File: src/rtl/id_ex_operand_stage.sv
// ID/EX pipeline register that presents forwarded ALU operands under a valid/ready handshake.
// Define FWD_EN to resolve RAW hazards by bypass. The default build stalls until the writer retires.
module id_ex_operand_stage #(
  parameter int DW = 32,
  parameter int RW = 5
) (
  input  logic          CLK,
  input  logic          nRST,
  input  logic          flush,
  input  logic          in_valid,
  output logic          in_ready,
  input  logic [3:0]    id_aluop,
  input  logic [RW-1:0] id_rs,
  input  logic [RW-1:0] id_rt,
  input  logic [RW-1:0] id_wsel,
  input  logic [DW-1:0] id_rdat1,
  input  logic [DW-1:0] id_rdat2,
  input  logic [DW-1:0] id_imm,
  input  logic          id_alusrc,
  input  logic          id_regwen,
  input  logic          id_memrd,
  output logic          ex_valid,
  input  logic          ex_ready,
  output logic [DW-1:0] port_a,
  output logic [DW-1:0] port_b,
  output logic [3:0]    ex_aluop,
  output logic [RW-1:0] ex_wsel,
  output logic          ex_regwen,
  output logic          ex_memrd,
  output logic [DW-1:0] ex_rt_dat,
  input  logic          exmem_regwen,
  input  logic          exmem_memrd,
  input  logic [RW-1:0] exmem_wsel,
  input  logic [DW-1:0] exmem_wdat,
  input  logic          memwb_regwen,
  input  logic [RW-1:0] memwb_wsel,
  input  logic [DW-1:0] memwb_wdat
);

  logic          valid_q, valid_d;
  logic [3:0]    aluop_q, aluop_d;
  logic [RW-1:0] rs_q, rs_d;
  logic [RW-1:0] rt_q, rt_d;
  logic [RW-1:0] wsel_q, wsel_d;
  logic [DW-1:0] rdat1_q, rdat1_d;
  logic [DW-1:0] rdat2_q, rdat2_d;
  logic [DW-1:0] imm_q, imm_d;
  logic          alusrc_q, alusrc_d;
  logic          regwen_q, regwen_d;
  logic          memrd_q, memrd_d;

  logic          rt_used;
  logic          exmem_rs_hit, exmem_rt_hit;
  logic          memwb_rs_hit, memwb_rt_hit;
  logic          hazard;
  logic          fire;
  logic          accept;
  logic [DW-1:0] rs_op, rt_op;

  // A load with an immediate address never reads rt, so only that case frees rt.
  assign rt_used = !alusrc_q || !memrd_q;

  assign exmem_rs_hit = exmem_regwen && (exmem_wsel == rs_q) && (rs_q != '0);
  assign exmem_rt_hit = exmem_regwen && (exmem_wsel == rt_q) && (rt_q != '0);
  assign memwb_rs_hit = memwb_regwen && (memwb_wsel == rs_q) && (rs_q != '0);
  assign memwb_rt_hit = memwb_regwen && (memwb_wsel == rt_q) && (rt_q != '0);

`ifdef FWD_EN
  assign rs_op = exmem_rs_hit ? exmem_wdat : (memwb_rs_hit ? memwb_wdat : rdat1_q);
  assign rt_op = exmem_rt_hit ? exmem_wdat : (memwb_rt_hit ? memwb_wdat : rdat2_q);

  // Load data is not ready until MEM/WB, so a load-use costs exactly one bubble.
  assign hazard = valid_q && exmem_memrd &&
                  (exmem_rs_hit || (rt_used && exmem_rt_hit));
`else
  logic unused_fwd;

  assign rs_op  = rdat1_q;
  assign rt_op  = rdat2_q;
  assign hazard = valid_q &&
                  (exmem_rs_hit || memwb_rs_hit ||
                   (rt_used && (exmem_rt_hit || memwb_rt_hit)));
  assign unused_fwd = ^{exmem_memrd, exmem_wdat, memwb_wdat};
`endif

  assign ex_valid  = valid_q && !hazard;
  assign fire      = ex_valid && ex_ready;
  assign in_ready  = !valid_q || fire;
  assign accept    = in_valid && in_ready && !flush;

  assign port_a    = rs_op;
  assign port_b    = alusrc_q ? imm_q : rt_op;
  assign ex_rt_dat = rt_op;
  assign ex_aluop  = aluop_q;
  assign ex_wsel   = wsel_q;
  assign ex_regwen = ex_valid && regwen_q;
  assign ex_memrd  = ex_valid && memrd_q;

  always_comb begin
    // NOTE: every _d starts as its _q so no path through this block infers a latch.
    valid_d  = valid_q;
    aluop_d  = aluop_q;
    rs_d     = rs_q;
    rt_d     = rt_q;
    wsel_d   = wsel_q;
    rdat1_d  = rdat1_q;
    rdat2_d  = rdat2_q;
    imm_d    = imm_q;
    alusrc_d = alusrc_q;
    regwen_d = regwen_q;
    memrd_d  = memrd_q;

    if (flush) begin
      valid_d = 1'b0;
    end else if (accept) begin
      valid_d  = 1'b1;
      aluop_d  = id_aluop;
      rs_d     = id_rs;
      rt_d     = id_rt;
      wsel_d   = id_wsel;
      rdat1_d  = id_rdat1;
      rdat2_d  = id_rdat2;
      imm_d    = id_imm;
      alusrc_d = id_alusrc;
      regwen_d = id_regwen;
      memrd_d  = id_memrd;
    end else if (fire) begin
      valid_d = 1'b0;
    end
`ifndef FWD_EN
    // The register file writes in the first half-cycle, so re-reading picks up the retiring value.
    else if (hazard) begin
      rdat1_d = id_rdat1;
      rdat2_d = id_rdat2;
    end
`endif
  end

  // NOTE: state uses non-blocking assignments so every flop samples pre-edge values.
  always_ff @(posedge CLK or negedge nRST) begin
    if (!nRST) begin
      valid_q  <= 1'b0;
      aluop_q  <= '0;
      rs_q     <= '0;
      rt_q     <= '0;
      wsel_q   <= '0;
      rdat1_q  <= '0;
      rdat2_q  <= '0;
      imm_q    <= '0;
      alusrc_q <= 1'b0;
      regwen_q <= 1'b0;
      memrd_q  <= 1'b0;
    end else begin
      valid_q  <= valid_d;
      aluop_q  <= aluop_d;
      rs_q     <= rs_d;
      rt_q     <= rt_d;
      wsel_q   <= wsel_d;
      rdat1_q  <= rdat1_d;
      rdat2_q  <= rdat2_d;
      imm_q    <= imm_d;
      alusrc_q <= alusrc_d;
      regwen_q <= regwen_d;
      memrd_q  <= memrd_d;
    end
  end

endmodule

File: config.mk
export PLATFORM = sky130hd
export DESIGN_NAME = id_ex_operand_stage
export DESIGN_NICKNAME = d
export VERILOG_FILES = /design/src/rtl/id_ex_operand_stage.sv
export SDC_FILE = /design/constraint.sdc
export NUM_CORES = 1
export LEC_CHECK = 0
export ABC_CLOCK_PERIOD_IN_PS = 3300
export CAP_MARGIN = 20
export CORE_AREA = 2 2 119 121
export CTS_CLUSTER_DIAMETER = 150
export DETAILED_ROUTE_END_ITERATION = 16
export DIE_AREA = 0 0 121 123
export GPL_TIMING_DRIVEN = 0
export PLACE_DENSITY = 0.81
export SYNTH_ARGS = -nofsm -noshare
export SYNTH_HDL_FRONTEND = slang
export SYNTH_SLANG_ARGS = --single-unit
File: constraint.sdc
create_clock -name CLK -period 3.3 [get_ports CLK]
set_input_delay 0.495 -clock CLK [delete_from_list [all_inputs] [get_ports CLK]]
set_output_delay 0.495 -clock CLK [all_outputs]
set_load 0.05 [all_outputs]
* Yosys cells after proc, flatten, opt, wreduce, memory -nomap -nowiden
Index checks and enable logic that the tools add are counted.
Operators by class: eq/ne operators 5, reduce and logical (&&, ||, !) cells 32, mux-type cells 10, bitwise operators 1
Operators with widths (number):
- $mux 32 | 7
- $eq 5x5->1 | 4
- $logic_and 1x1->1 | 16
- $reduce_bool 5->1 | 2
- $logic_not 1->1 | 5
- $logic_or 1x1->1 | 5
- $mux 1 | 3
- $reduce_and 3->1 | 1
- $reduce_bool 3->1 | 1
- $ne 2x1->1 const B | 1
- $reduce_and 2->1 | 1
- $reduce_bool 2->1 | 1
- $not 1->1 | 1
Word-level totals: word-level logic and storage cells 59, output and inout port bits 109, input bits 200, bits in registers 119

* Logic depth before layout (Yosys ltp)
Gate-level depths: netlist of the first run.
depth after elaboration 15, gate-level depth with buffers 7, depth with buffers taken out 6

* Worst setup path after synthesis of the first run
Ideal clock, no wire load.
path kind input -> register, start in memwb_wsel[2], end reg rdat1_q[10] (netlist: port_a[10]), setup slack 1.075 ns, buffers on the path 1, library setup time 0.125 ns, data required time 3.175 ns, data arrival time 2.100 ns, cell stages on the path 7, path through xnor2_1 -> nand4_1 -> o22ai_1 -> a22oi_4 -> o31ai_4 -> buf_6 -> mux2_2
Between the ends: word-level cells in the longest chain between the ends 15, elaborated cells on any way between the ends 21, classes of those cells eq/ne: 3; mux: 1; reduce/logical: 17
Ends and longest elaborated chain:
- from (decl) | line 36 | input logic [RW-1:0] memwb_wsel,
- $eq 5x5->1 | line 66 | assign memwb_rt_hit = memwb_regwen && (memwb_wsel == rt_q) && (rt_q != '0);
- $logic_and 1x1->1 (2 in a row) | line 66
- $logic_or 1x1->1 | line 82 | (rt_used && (exmem_rt_hit || memwb_rt_hit)));
- $logic_and 1x1->1 | line 82
- $logic_or 1x1->1 * | line 81 | (exmem_rs_hit || memwb_rs_hit ||
- $logic_and 1x1->1 * | line 80 | assign hazard = valid_q &&
- $logic_not 1->1 | line 86 | assign ex_valid = valid_q && !hazard;
- $logic_and 1x1->1 | line 86
- $logic_and 1x1->1 | line 87 | assign fire = ex_valid && ex_ready;
- $logic_or 1x1->1 | line 88 | assign in_ready = !valid_q || fire;
- $logic_and 1x1->1 (2 in a row) | line 89 | assign accept = in_valid && in_ready && !flush;
- $ne 2x1->1 (no source line) / $reduce_bool 2->1 (equally long branches)
- $reduce_and 3->1 (no source line)
- to (signal assigned) | line 159 | rdat1_q <= rdat1_d;
- to (decl) | line 45 | logic [DW-1:0] rdat1_q, rdat1_d;
Mark *: on every way between the ends. The rest lies on a longest branch, timed or not. A chain may end at the register's enable or synchronous reset.

* Worst setup path in the final report of the first run
start in memwb_wsel[4], end out ex_memrd
Between the ends: word-level cells in the longest chain between the ends 10, elaborated cells on any way between the ends 14, classes of those cells eq/ne: 2; reduce/logical: 12
Ends and longest elaborated chain:
- $eq 5x5->1 | line 66
- $logic_and 1x1->1 (2 in a row) | line 66
- $logic_or 1x1->1 | line 82
- $logic_and 1x1->1 | line 82
- $logic_or 1x1->1 * | line 81
- $logic_and 1x1->1 * | line 80
- $logic_not 1->1 * | line 86
- $logic_and 1x1->1 * | line 86
- $logic_and 1x1->1 * | line 97 | assign ex_memrd = ex_valid && memrd_q;
- to (decl) | line 29 | output logic ex_memrd,
Marked as above.

==> metrics.txt, run 1 <==
Max clock buf depth=2; fill count=1056; Layout area overhead=63.6%; arrival time at the worst endpoint=2690 ps; Worst-Margin Slew=780 ps; Finished Core Util=62.0%; VDD IR max=0.415 mV; Antenna Nets Post-Route=0; wirelength, routed=14400 um; setup violators final=0; Slew HR=48.0%; TritonCTS clock tree=built; FMAX=0.314 GHz; core area=13600 um2; Worst Setup End Kind=primary output; FF-to-FF End=ex_rt_dat[15]; post-route clock period utilization=96.6%; Cells after Synth=335; Die Y=123 um; worst-path maximum fanout=7; Distinct cells, synth=21; worst hold path type=in -> async; Max Cap Viol=0; post-route minimum period=3190 ps; Max Transition Viols Final=0; Clock Sinks=119; Crit Path Category=in -> out; grt ovf=0; Total GRT Usage=19.8%; Antenna diodes=0; drt pass-1 iters=4; Synth Net Count=535; critical path, cell by cell=clkdlybuf4s50_1 > xnor2_1 > nand4_1 > o22ai_1 > a22oi_4 > and3_1 > clkdlybuf4s50_1; DIE WIDTH=121 um; Via density=4.78; wire length per cell=18.3 um; Final Hold Fails=0; syn_area_per_cell=15.4 um2; Setup crit start=memwb_wsel[4]; Placed Area=7840 um2; Seq/Total Area, Yosys=57.8%; #FFs+latches synth=119; Worst-path clk slew=50 ps; CTS HTree Levels=4; FP Rows=43; setup slack, reg-to-reg=710 ps; first-pass GRT wire length=22000 um; Final nets=797; vias after detailed routing=3775; Worst Skew=8.22 ps; CTS root buf=clkbuf_16; initial antenna violation count=0; CP peak stage delay=800 ps; Worst Reg-to-Reg Cells=7; commonest non-fill, non-tap cell in the layout=clkdlybuf4s50_1; DP Wirelength=10900 um; CTS resizes=3; vias in the first global route=4185; RePlAce Congestion=0.825; power density cells=758 nW/um2; Slowest-stage cell, CP=clkdlybuf4s50_1; Worst setup endpoint=ex_memrd; First DRT Iteration DRCs=157; most used cell along the critical path=clkdlybuf4s50_1; commonest cells after routing, fill and taps aside=clkdlybuf4s50_1, mux2_2, dfrtp_1; Clk Latency, worst-skew pair=410 ps; final std cell area, no fill=8430 um2; RSZ-0062 raised after global routing=no; Setup Fix Bufs, Post-CTS=0; CTS Hold Bufs=0; status=finished clean; largest net degree at the start of global routing=64; Leak=3.42 nW; Die Area=14900 um2; reg2reg start=rs_q[3]; initial core utilization=37.9%; Yosys warnings=0; share of layout cells above drive strength 1=30.7%; Startpoint Class=input pin; Post-Syn Area=5150 um2; CP required=2800 ps; CTS buffer count=17; Port-buffer cells=243; num ports=309; drc violations=0
-- area by class of cell --
type,instances,area [um2],share of cell area [%]
Tap cell,180,225,2.67
Clock inverter,8,93.8,1.11
Timing Repair Buffer,244,2460,29.2
Sequential cell,119,2980,35.3
Buffer,14,106,1.26
Multi-Input combinational cell,199,2060,24.4
Clock buffer,24,502,5.95
Inverter,2,7.51,0.0890
-- stage by stage --
step	setup slack (ps)	power (mW)	TNS [ps]	cells	hold WS [ps]
6_report	111	6.40	0	790	41.4
5_1_grt	48.9	6.66	0	790	66.9
4_1_cts	102	6.48	0	790	47.3
3_5_place_dp	69.9	4.61	0	759	485
3_3_place_gp	-2780	4.55	-330230	758	470
2_1_floorplan	1080	3.62	0	335	199
-- cell usage after synthesis --
library cell	number	share of area (%)
mux2_1	11	2.4
nor2_1	4	0.29
dfrtp_1	119	58
mux2_2	139	30
a31oi_4	1	0.41
buf_2	5	0.49
buf_6	6	1.3
nor3_1	3	0.29
a22oi_1	1	0.15
o21ai_0	1	0.097
a22oi_4	1	0.41
nand2_1	7	0.51
a311oi_1	1	0.17
and3_1	2	0.24
o22ai_1	2	0.24
nand4_1	4	0.49
xnor2_1	20	3.4
inv_1	2	0.15
o31ai_4	1	0.41
and2_1	1	0.12
clkbuf_1	4	0.29
-- cell families after synthesis --
kind of cell,count (synthesis),share of synthesized area (%)
muxes,150,32.8
AOI/OAI and AO/OA,8,1.89
buffers and inverters,17,2.23
xor gates and xnor gates,20,3.40
and+or+nand+nor,21,1.94
DFF,119,57.8
-- layer usage --
metal / vias up / part of all wire [%] / track usage [%]
li1: 1720 / - / -
met1: 1886 / 38 / 21.2
met2: 151 / 52 / 34.6
met3: 18 / 8.5 / 8.07
met4: 0 / 1.4 / 8.14
met5: - / 0 / 0
-- where the power goes --
group          leakage (nW)  switching, mW  internal (mW)
registers              1.40          0.206           1.76
logic                  1.73           1.55           1.06
clock network         0.300          0.624           1.21
-- worst max-delay path, delay by kind of cell --
family	cells	cell delay (ps)
buffers and inverters	2	1260
AOI/OAI and AO/OA	2	450
and+or+nand+nor	2	320
xor gates and xnor gates	1	150
-- worst min path at each step --
stage / startpoint / to / slack [ps] / cells past startpoint
CTS: nRST / port_a[19] / 50 / 1
detailed placement: nRST / port_a[19] / 490 / 1
global route: nRST / port_a[12] / 70 / 1
finish: nRST / port_a[12] / 40 / 1
floorplan: nRST / alusrc_q / 200 / 0
global placement: imm_q[8] / imm_q[8] / 470 / 1
-- flip-flops by register name (all words and copies together), names as in the netlist --
name and count:
ex_rt_dat 32, imm_q 32, port_a 32, ex_wsel 5, rs_q 5, rt_q 5
ex_aluop 4, alusrc_q 1, memrd_q 1, regwen_q 1, valid_q 1
Note: power is estimated with default switching activity, not from simulation.
==> run 2: changes to the inputs <==
- PLACE_DENSITY: 0.81 -> 0.92
==> run 2 against run 1 <==
Against the previous run: clock power decreased by 8%; critical path type unchanged; critical path depth unchanged; largest power group unchanged; cell count unchanged; core utilization decreased by 0.36 points.
==> metrics.txt, run 2 (synthesis results as in run 1) <==
Antenna diodes=0 (unchanged); initial antenna violation count=0 (unchanged); setup slack, reg-to-reg=670 ps (-40 ps); wire length per cell=17.9 um (-1.8%); Leak=3.38 nW (-1.3%); Port-buffer cells=243 (unchanged); post-route clock period utilization=97.4% (+0.78 points); status=finished clean; num ports=309 (unchanged); Die Area=14900 um2 (unchanged); Placed Area=7840 um2 (about the same); initial core utilization=37.9% (unchanged); worst path bufs/invs=2 (unchanged); Startpoint Class=input pin; core area=13600 um2 (unchanged); vias after detailed routing=3794 (+0.50%); Clk Latency, worst-skew pair=410 ps (about the same); Clk network pwr share=27.0% (-1.6 points); CTS resizes=1 (-2); sequential group share of total power=31.5% (+0.8 points); share of layout cells above drive strength 1=30.7% (unchanged); commonest cells after routing, fill and taps aside=clkdlybuf4s50_1, mux2_2, dfrtp_1; Final Hold Fails=0 (unchanged); drt pass-1 iters=4 (unchanged); Setup Fix Bufs, Post-CTS=0 (unchanged); FP Rows=43 (unchanged); Crit Path Category=in -> out; placed insts=759 (unchanged); wirelength, routed=14200 um (-1.8%); Total GRT Usage=19.5% (-0.23 points); RSZ-0062 raised after global routing=no; Hold Worst Slack=138 ps (+96.9 ps); largest net degree at the start of global routing=67 (+4.7%); final std cell area, no fill=8390 um2 (-0.58%); worst hold path type=in -> async; Max Cap Viol=0 (unchanged); critical path, cell by cell=clkdlybuf4s50_1 > xnor2_1 > nand4_1 > o22ai_1 > a22oi_4 > and3_1 > clkdlybuf4s50_1; Worst Setup End Kind=primary output; Layout area overhead=62.7%; sw power=2.40 mW (+0.91%); Final nets=797 (unchanged); Design Power=6.26 mW (-2.2%); logic gate share of total power=41.6% (+0.9 points); CTS buffer count=17 (unchanged); Worst Skew=14.0 ps (+5.76 ps); CP required=2800 ps (about the same); DP Wirelength=10700 um (-1.5%); grt ovf=0 (unchanged); Max Transition Viols Final=0 (unchanged); Worst Reg-to-Reg Cells=7 (unchanged); VDD IR max=0.462 mV (+11%); drc violations=0 (unchanged); fill count=1043 (-1.2%); Slew HR=44.2% (-3.8 points); DIE WIDTH=121 um (unchanged); delay-heaviest family, CP=buffers and inverters; Internal=3.86 mW (-4.0%); Sw Share=38.3% (+1.2 points); arrival time at the worst endpoint=2720 ps (+30 ps); TritonCTS clock tree=built; Slowest-stage cell, CP=clkdlybuf4s50_1; Die Y=123 um (unchanged); Sum Neg Setup Slack=0 ps (unchanged); first-pass GRT wire length=22200 um (+0.75%); power density cells=746 nW/um2 (-1.6%); Antenna Nets Post-Route=0 (unchanged); Max clock buf depth=2 (unchanged); worst-path maximum fanout=7 (unchanged); Worst-path clk slew=60 ps (about the same); setup violators final=0 (unchanged); FF-to-FF End=ex_rt_dat[19]; reg2reg start=rt_q[4]; Worst-Margin Slew=837 ps (+56.3 ps); post-route minimum period=3210 ps (+25.7 ps); RePlAce Congestion=0.905 (+9.7%); vias in the first global route=4297 (+2.7%); Via density=4.80 (+0.50%); FMAX=0.311 GHz (-0.80%); First DRT Iteration DRCs=110 (-30%); commonest non-fill, non-tap cell in the layout=clkdlybuf4s50_1; CP peak stage delay=800 ps (about the same); Finished Layout Cells=790 (unchanged); CTS HTree Levels=4 (unchanged); most used cell along the critical path=clkdlybuf4s50_1; CTS Hold Bufs=0 (unchanged); CTS root buf=clkbuf_16; Clock Sinks=119 (unchanged)
[run 2: cell types whose count changed in the layout (fill, tap and decap cells not counted)]
cell,previous run,this run
clkinv_4,1,2
buf_4,0,1
clkinvlp_4,0,4
clkinv_2,5,6
clkbuf_2,2,1
clkdlybuf4s50_1,241,242
dlygate4sd2_1,1,0
buf_6,7,6
bufinv_16,2,1
clkbuf_8,5,1
[run 2: final cells by class]
cell class	instances	area (um2)	area share, %
inverters	2	7.51	0.0895
clock inverters	13	108	1.28
flip-flops and latches	119	2980	35.5
repair buffers	244	2460	29.3
plain buffers	14	105	1.25
multi-input cells	199	2060	24.6
clock buffers	19	443	5.28
well taps	180	225	2.69
[run 2: layer usage]
layer / vias up / wire (um) / global-route usage [%]
li1: 1728 / - / -
met1: 1879 / 5470 / 21.3
met3: 22 / 1050 / 6.46
met5: - / 0 / 0
met4: 0 / 311 / 7.63
met2: 165 / 7330 / 35.0
[run 2: per-stage QoR]
step / utilization (%) / setup WS, ps
floorplan: - / 1080
global route: 61.6 / 8.71
detailed placement: 57.6 / 104
CTS: 61.6 / 91.8
finish: 61.6 / 85.0
global placement: 57.4 / -2580
[run 2: worst max-delay path by stage]
stage                  startpoint          to  slack (ps)  cells past startpoint
floorplan           memwb_wsel[2]  port_a[10]        1080                      7
global placement             nRST    imm_q[7]       -2580                      1
detailed placement  exmem_wsel[3]   ex_regwen         100                      7
CTS                 exmem_wsel[3]   ex_regwen          90                      7
global route        memwb_wsel[3]   ex_regwen           9                      7
finish              exmem_wsel[3]   ex_regwen          90                      7
[run 2: power by group through the flow]
stage / Clock, mW / Sequential [mW] / Combinational (mW)
after global placement: 0 / 1.95 / 2.57
after detailed placement: 0 / 1.98 / 2.62
final: 1.69 / 1.97 / 2.60
after global routing: 1.80 / 2.01 / 2.71
after CTS: 1.74 / 1.97 / 2.62
after floorplan: 0 / 2.57 / 1.05
==> run 3: changes to the inputs <==
- CORE_AREA: 2 2 119 121 -> 2 2 121 123
- DIE_AREA: 0 0 121 123 -> 0 0 123 125
- DONT_BUFFER_PORTS: not set -> 1
- PLACE_DENSITY: 0.92 -> 0.62
==> run 3 against run 2 <==
Against the previous run: clock skew fell by 7.2 ps; largest cell class unchanged; via count fell by 25%; critical endpoint is now port_b[3]; setup slack improved by 410 ps; core utilization fell by 19 points; sequential power rose by 33%; cell count fell by 31%; combinational power fell by 54%; global-route usage fell by 3.8 points; cell area fell by 29%; worst hold slack got worse by 81 ps; routed wire length fell by 17%.
==> metrics.txt, run 3 (synthesis results as in run 1) <==
Die Y=125 um (+1.6%); VDD IR max=0.381 mV (-17%); Antenna diodes=0 (unchanged); worst-path maximum fanout=10 (+3); worst slack, placed=702 ps (+598 ps); initial core utilization=36.3% (-1.6 points); wirelength, routed=11800 um (-17%); drc violations=0 (unchanged); DP Wirelength=8780 um (-18%); first-pass GRT wire length=18200 um (-18%); setup slack, reg-to-reg=780 ps (+110 ps); Port-buffer cells=0 (-100%); Max Transition Viols Final=0 (unchanged); Max clock buf depth=2 (unchanged); arrival time at the worst endpoint=2310 ps (-410 ps); Sum Neg Setup Slack=0 ps (unchanged); Layout area overhead=16.1%; status=finished clean; Worst-Margin Slew=789 ps (-47.9 ps); setup violators final=0 (unchanged); post-route clock period utilization=85.0% (-12 points); Worst Setup End Kind=primary output; RePlAce Congestion=0.745 (-18%); worst hold path type=in -> async; commonest non-fill, non-tap cell in the layout=mux2_2; vias in the first global route=3221 (-25%); TritonCTS clock tree=built; power density cells=936 nW/um2 (+25%); grt ovf=0 (unchanged); wire length per cell=21.5 um (+20%); Crit Path Category=reg -> out; Max Cap Viol=0 (unchanged); Worst-path clk slew=50 ps (about the same); Worst Reg-to-Reg Cells=7 (unchanged); CTS buffer count=17 (unchanged); Startpoint Class=register; First DRT Iteration DRCs=102 (-7.3%); core area=14200 um2 (+4.3%); drt pass-1 iters=4 (unchanged); largest net degree at the start of global routing=120 (+79%); fill count=1300 (+25%); FP Rows=44 (+2.3%); Total GRT Usage=15.7% (-3.8 points); Slew HR=47.4% (+3.2 points); Via density=5.16 (+7.4%); commonest cells after routing, fill and taps aside=mux2_2, dfrtp_1, xnor2_1; Antenna Nets Post-Route=0 (unchanged); CTS HTree Levels=4 (unchanged); num ports=309 (unchanged); FMAX=0.357 GHz (+15%); Leak=2.45 nW (-28%); DIE WIDTH=123 um (+1.7%); Final WS setup=495 ps (+410 ps); CP required=2800 ps (about the same); Die Area=15400 um2 (+3.3%); post-route minimum period=2800 ps (-410 ps); share of layout cells above drive strength 1=49.9% (+19 points); Worst Skew=6.79 ps (-7.19 ps); Clk Latency, worst-skew pair=400 ps (about the same); CTS resizes=0 (-1); Final nets=555 (-30%); CTS root buf=clkbuf_16; Clock Sinks=119 (unchanged); initial antenna violation count=0 (unchanged); vias after detailed routing=2833 (-25%); RSZ-0062 raised after global routing=no; Final Hold Fails=0 (unchanged)
## run 3: repair_timing
item / 4_1_cts / 5_1_grt
buffers inserted: 0 / 0
endpoints found under the hold margin: 119 / 0
hold buffers: 1 / 0
## run 3: layout make-up
cell class                      count  area, um2  share of cell area [%]
Buffer                             15        108                    1.80
Clock buffer                       19        443                    7.40
Clock inverter                     10        131                    2.19
Inverter                            2       7.51                   0.125
Multi-Input combinational cell    199       2060                    34.4
Sequential cell                   119       2980                    49.7
Tap cell                          184        230                    3.85
Timing Repair Buffer                1       27.5                   0.460
## run 3: worst paths after layout
path / end / start
max: port_b[3] / alusrc_q
min: ex_rt_dat[7] / nRST
max reg2reg: ex_rt_dat[21] / rs_q[1]
min reg2reg: imm_q[7] / imm_q[7]
max in group asynchronous: port_a[13] / nRST
min in group CLK: valid_q / flush
## run 3: where the power goes
group          switching, mW  total, mW  internal [mW]
combinational          0.749       1.19          0.437
sequential             0.880       2.62           1.74
clock                  0.611       1.80           1.19
total                   2.24       5.61           3.37
## run 3: critical path, stage by stage, from the launching register on
cell and delay, ps:
dfrtp_1 310, clkbuf_1 380, clkbuf_1 660, mux2_2 550
## run 3: per-layer routing
layer / track usage (%) / part of all wire [%] / vias to the layer above
met1: 17.0 / 36 / 1452
met2: 26.6 / 53 / 134
met4: 5.68 / 1.3 / 0
li1: - / - / 1236
met3: 7.66 / 9.5 / 11
met5: 0 / 0 / -
## run 3: stage by stage
stage | area (um2) | hold WS [ps] | cells | util [%] | total power [mW]
floorplan | 5150 | 199 | 335 | - | 3.62
global placement | 5390 | 202 | 519 | 37.9 | 3.79
detailed placement | 5390 | 202 | 519 | 37.9 | 3.82
CTS | 5990 | 66.6 | 549 | 42.2 | 5.67
global route | 5990 | 78.3 | 549 | 42.2 | 5.84
finish | 5990 | 57.8 | 549 | 42.2 | 5.61
